[src/rtl/freq_pkg.sv]
// Shared definitions for the frequency measurement and seven-segment display path.
package freq_pkg;

    localparam int FREQ_W              = 16;
    localparam int MAX_COUNT           = 9999;
    localparam int DEFAULT_GATE_CYCLES = 100_000_000;
    localparam int DEFAULT_CW          = 27;

    typedef logic [FREQ_W-1:0] freq_t;

    // Two-state measurement FSM, encoded as plain constants for older tool flows.
    typedef logic [0:0] state_t;
    localparam state_t SETTLE  = 1'b0;
    localparam state_t MEASURE = 1'b1;

    function automatic freq_t saturate(input freq_t count, input freq_t ceiling);
        return (count > ceiling) ? ceiling : count;
    endfunction

endpackage

[src/rtl/edge_sync.sv]
// Two-flop synchroniser for an asynchronous input, followed by a rising-edge detector.
module edge_sync #(
    parameter logic RESET_LEVEL = 1'b0
) (
    input  logic clk,
    input  logic reset,
    input  logic async_in,
    output logic rise
);

    logic s1;
    logic s2;
    logic s3;

    // s1/s2 resolve metastability; s3 is only a delayed copy used for edge detection.
    always_ff @(posedge clk or posedge reset) begin
        if (reset) begin
            s1 <= RESET_LEVEL;
            s2 <= RESET_LEVEL;
            s3 <= RESET_LEVEL;
        end else begin
            s1 <= async_in;
            s2 <= s1;
            s3 <= s2;
        end
    end

    assign rise = s2 & ~s3;

endmodule

[src/rtl/freq_gate_counter.sv]
// Gated frequency counter: counts synchronised rising edges of infreq over a fixed
// window and latches a saturated Hz value once per window.
module freq_gate_counter #(
    parameter int GATE_CYCLES = freq_pkg::DEFAULT_GATE_CYCLES,
    parameter int MAX_COUNT   = freq_pkg::MAX_COUNT,
    parameter int CW          = freq_pkg::DEFAULT_CW
) (
    input  logic                        clk,
    input  logic                        reset,
    input  logic                        infreq,
    input  logic                        hold,
    output logic [freq_pkg::FREQ_W-1:0] freq,
    output logic                        freq_valid,
    output logic                        overrange
);

    import freq_pkg::*;

    localparam logic [CW-1:0] GATE_LAST = CW'(GATE_CYCLES - 1);
    localparam freq_t         MAX_FREQ  = freq_t'(MAX_COUNT);
    localparam freq_t         SAT_COUNT = freq_t'(MAX_COUNT + 1);

    logic          rise;
    logic          tc;
    logic [CW-1:0] gate;
    freq_t         count;
    freq_t         count_next;
    state_t        state;

    edge_sync #(
        .RESET_LEVEL (1'b0)
    ) u_edge_sync (
        .clk      (clk),
        .reset    (reset),
        .async_in (infreq),
        .rise     (rise)
    );

    assign tc = (gate == GATE_LAST);

    always_ff @(posedge clk or posedge reset) begin
        if (reset) begin
            gate <= '0;
        end else if (tc) begin
            gate <= '0;
        end else begin
            gate <= gate + CW'(1);
        end
    end

    // Counting stops one above MAX_COUNT so overrange stays detectable without wrapping.
    always_comb begin
        count_next = count;
        if (rise && (count < SAT_COUNT)) begin
            count_next = count + freq_t'(1);
        end
    end

    always_ff @(posedge clk or posedge reset) begin
        if (reset) begin
            count <= '0;
        end else if (tc) begin
            count <= '0;
        end else begin
            count <= count_next;
        end
    end

    // count_next is latched so a rise in the tc cycle belongs to the closing window.
    always_ff @(posedge clk or posedge reset) begin
        if (reset) begin
            state      <= SETTLE;
            freq       <= '0;
            freq_valid <= 1'b0;
            overrange  <= 1'b0;
        end else begin
            freq_valid <= 1'b0;
            if (tc) begin
                if (state == SETTLE) begin
                    state <= MEASURE;
                end else if (!hold) begin
                    freq       <= saturate(count_next, MAX_FREQ);
                    overrange  <= (count_next > MAX_FREQ);
                    freq_valid <= 1'b1;
                end
            end
        end
    end

endmodule
[config.mk]
export PLATFORM = sky130hd
export DESIGN_NAME = freq_gate_counter
export DESIGN_NICKNAME = d
export VERILOG_FILES = /design/src/rtl/freq_pkg.sv /design/src/rtl/edge_sync.sv /design/src/rtl/freq_gate_counter.sv
export SDC_FILE = /design/constraint.sdc
export NUM_CORES = 1
export LEC_CHECK = 0
export ABC_AREA = 1
export BUFFER_PORTS_ARGS = -buffer_cell sky130_fd_sc_hd__buf_4
export CORE_UTILIZATION = 24
export DETAILED_ROUTE_END_ITERATION = 8
export PLACE_DENSITY = 0.36
export SLEW_MARGIN = 0
export SYNTH_ARGS = -nofsm -noshare
export SYNTH_HDL_FRONTEND = slang
export SYNTH_SLANG_ARGS = --single-unit
[constraint.sdc]
create_clock -name clk -period 4.5 [get_ports clk]
set_input_delay 0 -clock clk [delete_from_list [all_inputs] [get_ports clk]]
set_output_delay 0 -clock clk [all_outputs]
set_load 0.005 [all_outputs]
==> metrics, run 1 <==
I/O pin count 22; first-pass GRT wire length 14600 um; Max Cap Viol 0; Final Power 1560 uW; synth warn 0; cts bufs inserted 9; clock sink count 65; Synth area leaders dfrtp_1 47%, nand2_1 12%, nor2_1 8.4%; outcome completed; vias per cell 4.33; Clk pwr share 49.6%; aggregate routed wire length 8770 um; Net Sw Power 389 uW; Synth Cell Area 3490 sq um; crit start category register; Post-CTS Hold Buffers 2; Slew @ Worst Pin 953 ps; PostCTS Resize Cnt 0; vias in the first global route 2834; Total Routing Usage GR 13.1%; Die H 123 um; Biggest register gate; Gate Count Post-Synth 452; Avg Synthesized Cell Area 7.71 sq um; Arr. time, crit path 3000 ps; Post-synth EDFFs 0; GRT overflow 0; synth cell count leaders 111 x nand2_1, 78 x nor2_1, 65 x dfrtp_1, 56 x inv_1, 24 x nand3_1; Worst Skew 6.86 ps; Slowest-stage cell, CP nor2_1; Die Width 123 um; CP Capture Type register; critical path, cell by cell ha_1 -> inv_1 -> nor2_1 -> nand3_1 -> xor2_1 -> nand2_1 -> nand2_1 -> nand2_1 -> nand2_1 -> nor2_1 -> nand2_1 -> nand2_1 -> nand2_1; crit-path max FO 12; antenna fix cells 0; Cell Int Power 1170 uW; Top Registers gate: 27 flops, count: 16 flops, freq: 16 flops; Max Clk Rate 359 MHz; sequential share of power 41.1%; Yosys reg bits 65; Final Max Slew Viols 0; drt pass-1 iters 4; Lkg Pwr 0.00218 uW; CTS tree built; Initial Utilization 24.8%; most used cell, CP nand2_1; nets 486; Crit Path Category reg2reg; syn nets 458; Yosys cell types 36; Max Root-Sink Buffers 2; fin crit share 61.8%; post-route ant nets 0; initial antenna violation count 0; filler cell count in the final layout 1542; largest net degree at the start of global routing 63; Clock transition at path regs 60 ps; Rows 43; unrepaired setup endpoints after global routing no; top-count cell post-synth nand2_1; R2R Setup Slk 1720 ps; Layout Area Growth over Synthesis 19.7%; Yosys top cell by area dfrtp_1; PortBufs 21; setup bufs post-CTS 0; HPWL Detailed 6410 um; Tightest Hold Check Type in2async; final hold violations 0; Slew HR 36.2%; GP Congestion 0.800; Pwr per Cell Area 374 nW/um^2; sequential area share after synthesis 46.6%; Max IR drop VDD 0.128 mV; Max stage delay on crit path 720 ps; Sw Ratio 24.9%; DR vias 2878; # setup viols final 0; Min Clock Period, post-route 2780 ps; H-tree levels 3; dominant synthesized flop cell dfrtp_1; Logic pwr share 9.4%; layout cells sized above 1 15.1%; Largest register FFs 27; DR WL/cell 13.2 um; Die Area 15000 sq um; drt drc 0; setup TNS 0 ps; WP data required 4710 ps; clock root buffer clkbuf_16; async set or reset register ratio after synthesis 100%; Synth top area share 46.6%; Clock Latency Late Sink 340 ps; core area 14000 sq um; DR iter-0 viols 149
==> cell usage in the layout, fill, tap and decap left out, types with 10 or more instances in the layout <==
cell / netlist / layout
nand2_1: 111 / 111
nor2_1: 78 / 78
dfrtp_1: 65 / 65
inv_1: 56 / 55
nand3_1: 24 / 24
buf_4: 1 / 22
nand4_1: 14 / 14
xor2_1: 13 / 13
a21oi_1: 13 / 13
nor3_1: 10 / 10
==> area by class of cell <==
type                    count  area, sq um  share of cell area, %
clock inverters             5         77.6                   1.86
clock buffers              11          253                   6.06
well taps                 180          225                   5.40
repair buffers             24          185                   4.44
multi-input cells         314         1550                   37.2
flip-flops and latches     65         1630                   39.0
inverters                  66          251                   6.03
==> logic make-up after synthesis <==
logic type | synth area share (%)
adders and majority gates | 0.718
AOI/OAI and AO/OA | 4.09
xor gates and xnor gates | 4.52
muxes | 0.287
buffers and inverters | 8.79
and+or+nand+nor | 34.9
DFF | 46.6
==> power by group through the flow <==
stage | Sequential, uW | Clock [uW] | Combinational (uW)
after floorplan | 644 | 0 | 110
after global placement | 652 | 0 | 152
after detailed placement | 652 | 0 | 150
after CTS | 642 | 797 | 153
after global routing | 647 | 823 | 173
final | 641 | 774 | 147
==> path summary, 6_finish.rpt <==
path                                     start        endpoint  depth (start not counted)
worst min-delay path                     reset  u_edge_sync.s1                          3
max in group asynchronous                reset       overrange                          4
worst max register to register        count[1]         freq[8]                         13
worst min register to register  u_edge_sync.s1  u_edge_sync.s2                          0
worst max-delay path                  count[1]         freq[8]                         13
min in group clk                          hold         freq[0]                          5
==> stage by stage <==
stage | setup WS [ps] | hold slack (ps) | utilization [%] | instances | cell area, sq um
floorplan | 2650 | 31.4 | - | 452 | 3490
global placement | 1710 | -127 | 27.2 | 647 | 3820
detailed placement | 1700 | -124 | 27.2 | 647 | 3820
CTS | 1690 | 68.4 | 29.7 | 665 | 4170
global route | 1510 | 104 | 29.7 | 665 | 4170
finish | 1720 | 82.3 | 29.7 | 665 | 4170
==> per-layer routing <==
metal / routed length, um / vias to the layer above / track usage, %
met3: 206 / 11 / 2.37
met5: 0 / - / 0
met1: 4080 / 1352 / 16.5
met4: 161 / 0 / 6.63
li1: - / 1477 / -
met2: 4330 / 38 / 21.3
==> worst max-delay path: cells and delay by family, from the launching register on <==
kind / cells / cell delay (ps)
AND/OR/NAND/NOR: 10 / 1840
adder cells (fa/ha/maj): 1 / 210
buffers and inverters: 1 / 70
flip-flops: 1 / 380
XOR/XNOR: 1 / 160
No activity file was read; power rests on OpenSTA's default activity.
==> run 2: changes to the inputs <==
clock period = 2.6 ns   (was 4.5 ns; I/O delays follow)
==> run 2 against run 1 <==
  * Combinational power rose by 67%
  * Worst hold slack improved by 14 ps
  * Fmax up 20%
  * Worst setup slack got worse by 1400 ps
  * Largest power group unchanged
==> metrics, run 2 (same netlist as run 1, synthesis figures left out) <==
Die Area 15000 sq um (unchanged); PortBufs 21 (unchanged); highest-count cells in the layout ignoring fill and taps 111 x nand2_1, 78 x nor2_1, 65 x dfrtp_1; CTS tree built; timing endpoint of the critical path freq[8]; Total Routing Usage GR 13.1% (-0.022 points); Slowest-stage cell, CP dfrtp_1; Crit Path Category reg2reg; fin crit share 88.8% (+27 points); commonest non-fill, non-tap cell in the layout nand2_1; Worst R2R Start count[1]; clock root buffer clkbuf_16; H-tree levels 3 (unchanged); Die H 123 um (unchanged); WP data required 2870 ps (-1840 ps); Largest register FFs 27 (unchanged); first-pass GRT wire length 14600 um (unchanged); Min Clock Period, post-route 2310 ps (-473 ps); Layout Area Growth over Synthesis 20.2%; critical path, cell by cell ha_1 -> inv_1 -> nor2_1 -> nand2_1 -> nor2_1 -> nand4_1 -> nand2_1 -> nand2_1 -> nor2_1 -> nand3_4 -> nand2_1 -> nand2_1 -> nand2_1; Clock Latency Late Sink 330 ps (about the same); I/O pin count 22 (unchanged); core area 14000 sq um (unchanged); Max stage delay on crit path 380 ps (-340 ps); drt pass-1 iters 4 (unchanged); crit start category register; final hold violations 0 (unchanged); GRT overflow 0 (unchanged); largest net degree at the start of global routing 36 (-43%); Slew @ Worst Pin 728 ps (-225 ps); Critical path origin count[1]; Pwr per Cell Area 603 nW/um^2 (+61%); Slew HR 51.4% (+15 points); vias per cell 4.32 (about the same); Core Util, Final 29.8% (+0.13 points); most used cell, CP nand2_1; initial antenna violation count 0 (unchanged); Tightest Hold Check Type in2reg; crit-path max FO 12 (unchanged); vias in the first global route 2919 (+3.0%); outcome completed; Clock transition at path regs 50 ps (about the same); Lkg Pwr 0.00219 uW (+0.57%); RR Endpoint freq[8]; drt drc 0 (unchanged); Worst Skew 4.97 ps (-1.89 ps); Rows 43 (unchanged); DR WL/cell 13.2 um (-0.12%); setup TNS 0 ps (unchanged); GP Congestion 0.791 (-1.1%); Max Root-Sink Buffers 2 (unchanged); Die Width 123 um (unchanged); # setup viols final 0 (unchanged); HPWL Detailed 6390 um (-0.32%); R2R Setup Slk 290 ps (-1430 ps); Max IR drop VDD 0.260 mV (+100%); layout cells sized above 1 15.7% (+0.69 points); unrepaired setup endpoints after global routing no; clock sink count 65 (unchanged); Max Cap Viol 0 (unchanged); CP Capture Type register; Arr. time, crit path 2580 ps (-420 ps); Final Max Slew Viols 0 (unchanged); aggregate routed wire length 8820 um (+0.48%); nets 490 (+0.82%); Biggest register gate; cts bufs inserted 9 (unchanged); Top Registers gate: 27 flops, count: 16 flops, freq: 16 flops; DR iter-0 viols 175 (+17%); Worst R2R Path Depth 13 (unchanged); antenna fix cells 0 (unchanged); Max Clk Rate 433 MHz (+20%); DR vias 2893 (+0.52%); post-route ant nets 0 (unchanged); Initial Utilization 24.8% (unchanged)
-- run 2: cell count changes in the layout (fill, tap and decap cells not counted), sizes merged --
| cell | previous run | this run |
|---|---|---|
| buf | 22 | 26 |
| clkinvlp | 1 | 0 |
| clkbuf | 11 | 14 |
| bufinv | 2 | 0 |
-- run 2: layer usage --
| layer | up-vias | routed length, um | part of all wire (%) | global-route usage, % |
|---|---|---|---|---|
| li1 | 1480 | - | - | - |
| met1 | 1368 | 4140 | 47 | 16.4 |
| met2 | 39 | 4300 | 49 | 21.4 |
| met3 | 6 | 279 | 3.2 | 3.95 |
| met4 | 0 | 101 | 1.1 | 3.89 |
| met5 | - | 0 | 0 | 0 |
-- run 2: worst min path at each step --
stage	start	to	depth (start not counted)
2_1_floorplan	infreq	u_edge_sync.s1	0
3_5_place_dp	infreq	u_edge_sync.s1	1
5_1_grt	hold	freq_valid	4
6_report	hold	freq_valid	4
4_1_cts	hold	freq_valid	4
3_3_place_gp	infreq	u_edge_sync.s1	1
-- run 2: stage by stage --
stage | area (sq um) | worst slack [ps] | instances | total power [uW] | hold slack [ps]
floorplan | 3490 | 749 | 452 | 1310 | 31.4
detailed placement | 3860 | 102 | 651 | 1370 | 113
global route | 4190 | 37.6 | 669 | 2680 | 97.4
global placement | 3860 | 38.2 | 651 | 1380 | 113
CTS | 4180 | 88.8 | 669 | 2580 | 81.7
finish | 4190 | 291 | 669 | 2530 | 96.8
-- run 2: timing repair --
item / CTS / global route
setup buffers: 0 / 0
hold buffers: 2 / 0
setup endpoints to repair: 0 / 15
hold endpoints to repair: 31 / 0
resized for setup: 0 / 2
-- run 2: power breakdown --
part           internal [uW]  switching (uW)  leakage (uW)
Combinational           84.3             161       0.00117
Sequential              1060            49.3      0.000874
Clock                    746             426      0.000149
-- run 2: cell type report --
cell class,instances,area (sq um)
flip-flops and latches,65,1630
clock buffers,14,284
well taps,180,225
fillers,1550,9850
inverters,66,251
clock inverters,2,10.0
repair buffers,28,228
multi-input cells,314,1570
-- run 2: worst max-delay path: cells and delay by family, from the launching register on --
family	cells	cell delay, ps
and+or+nand+nor	11	1570
DFF	1	380
adders and majority gates	1	210
buffers and inverters	1	70
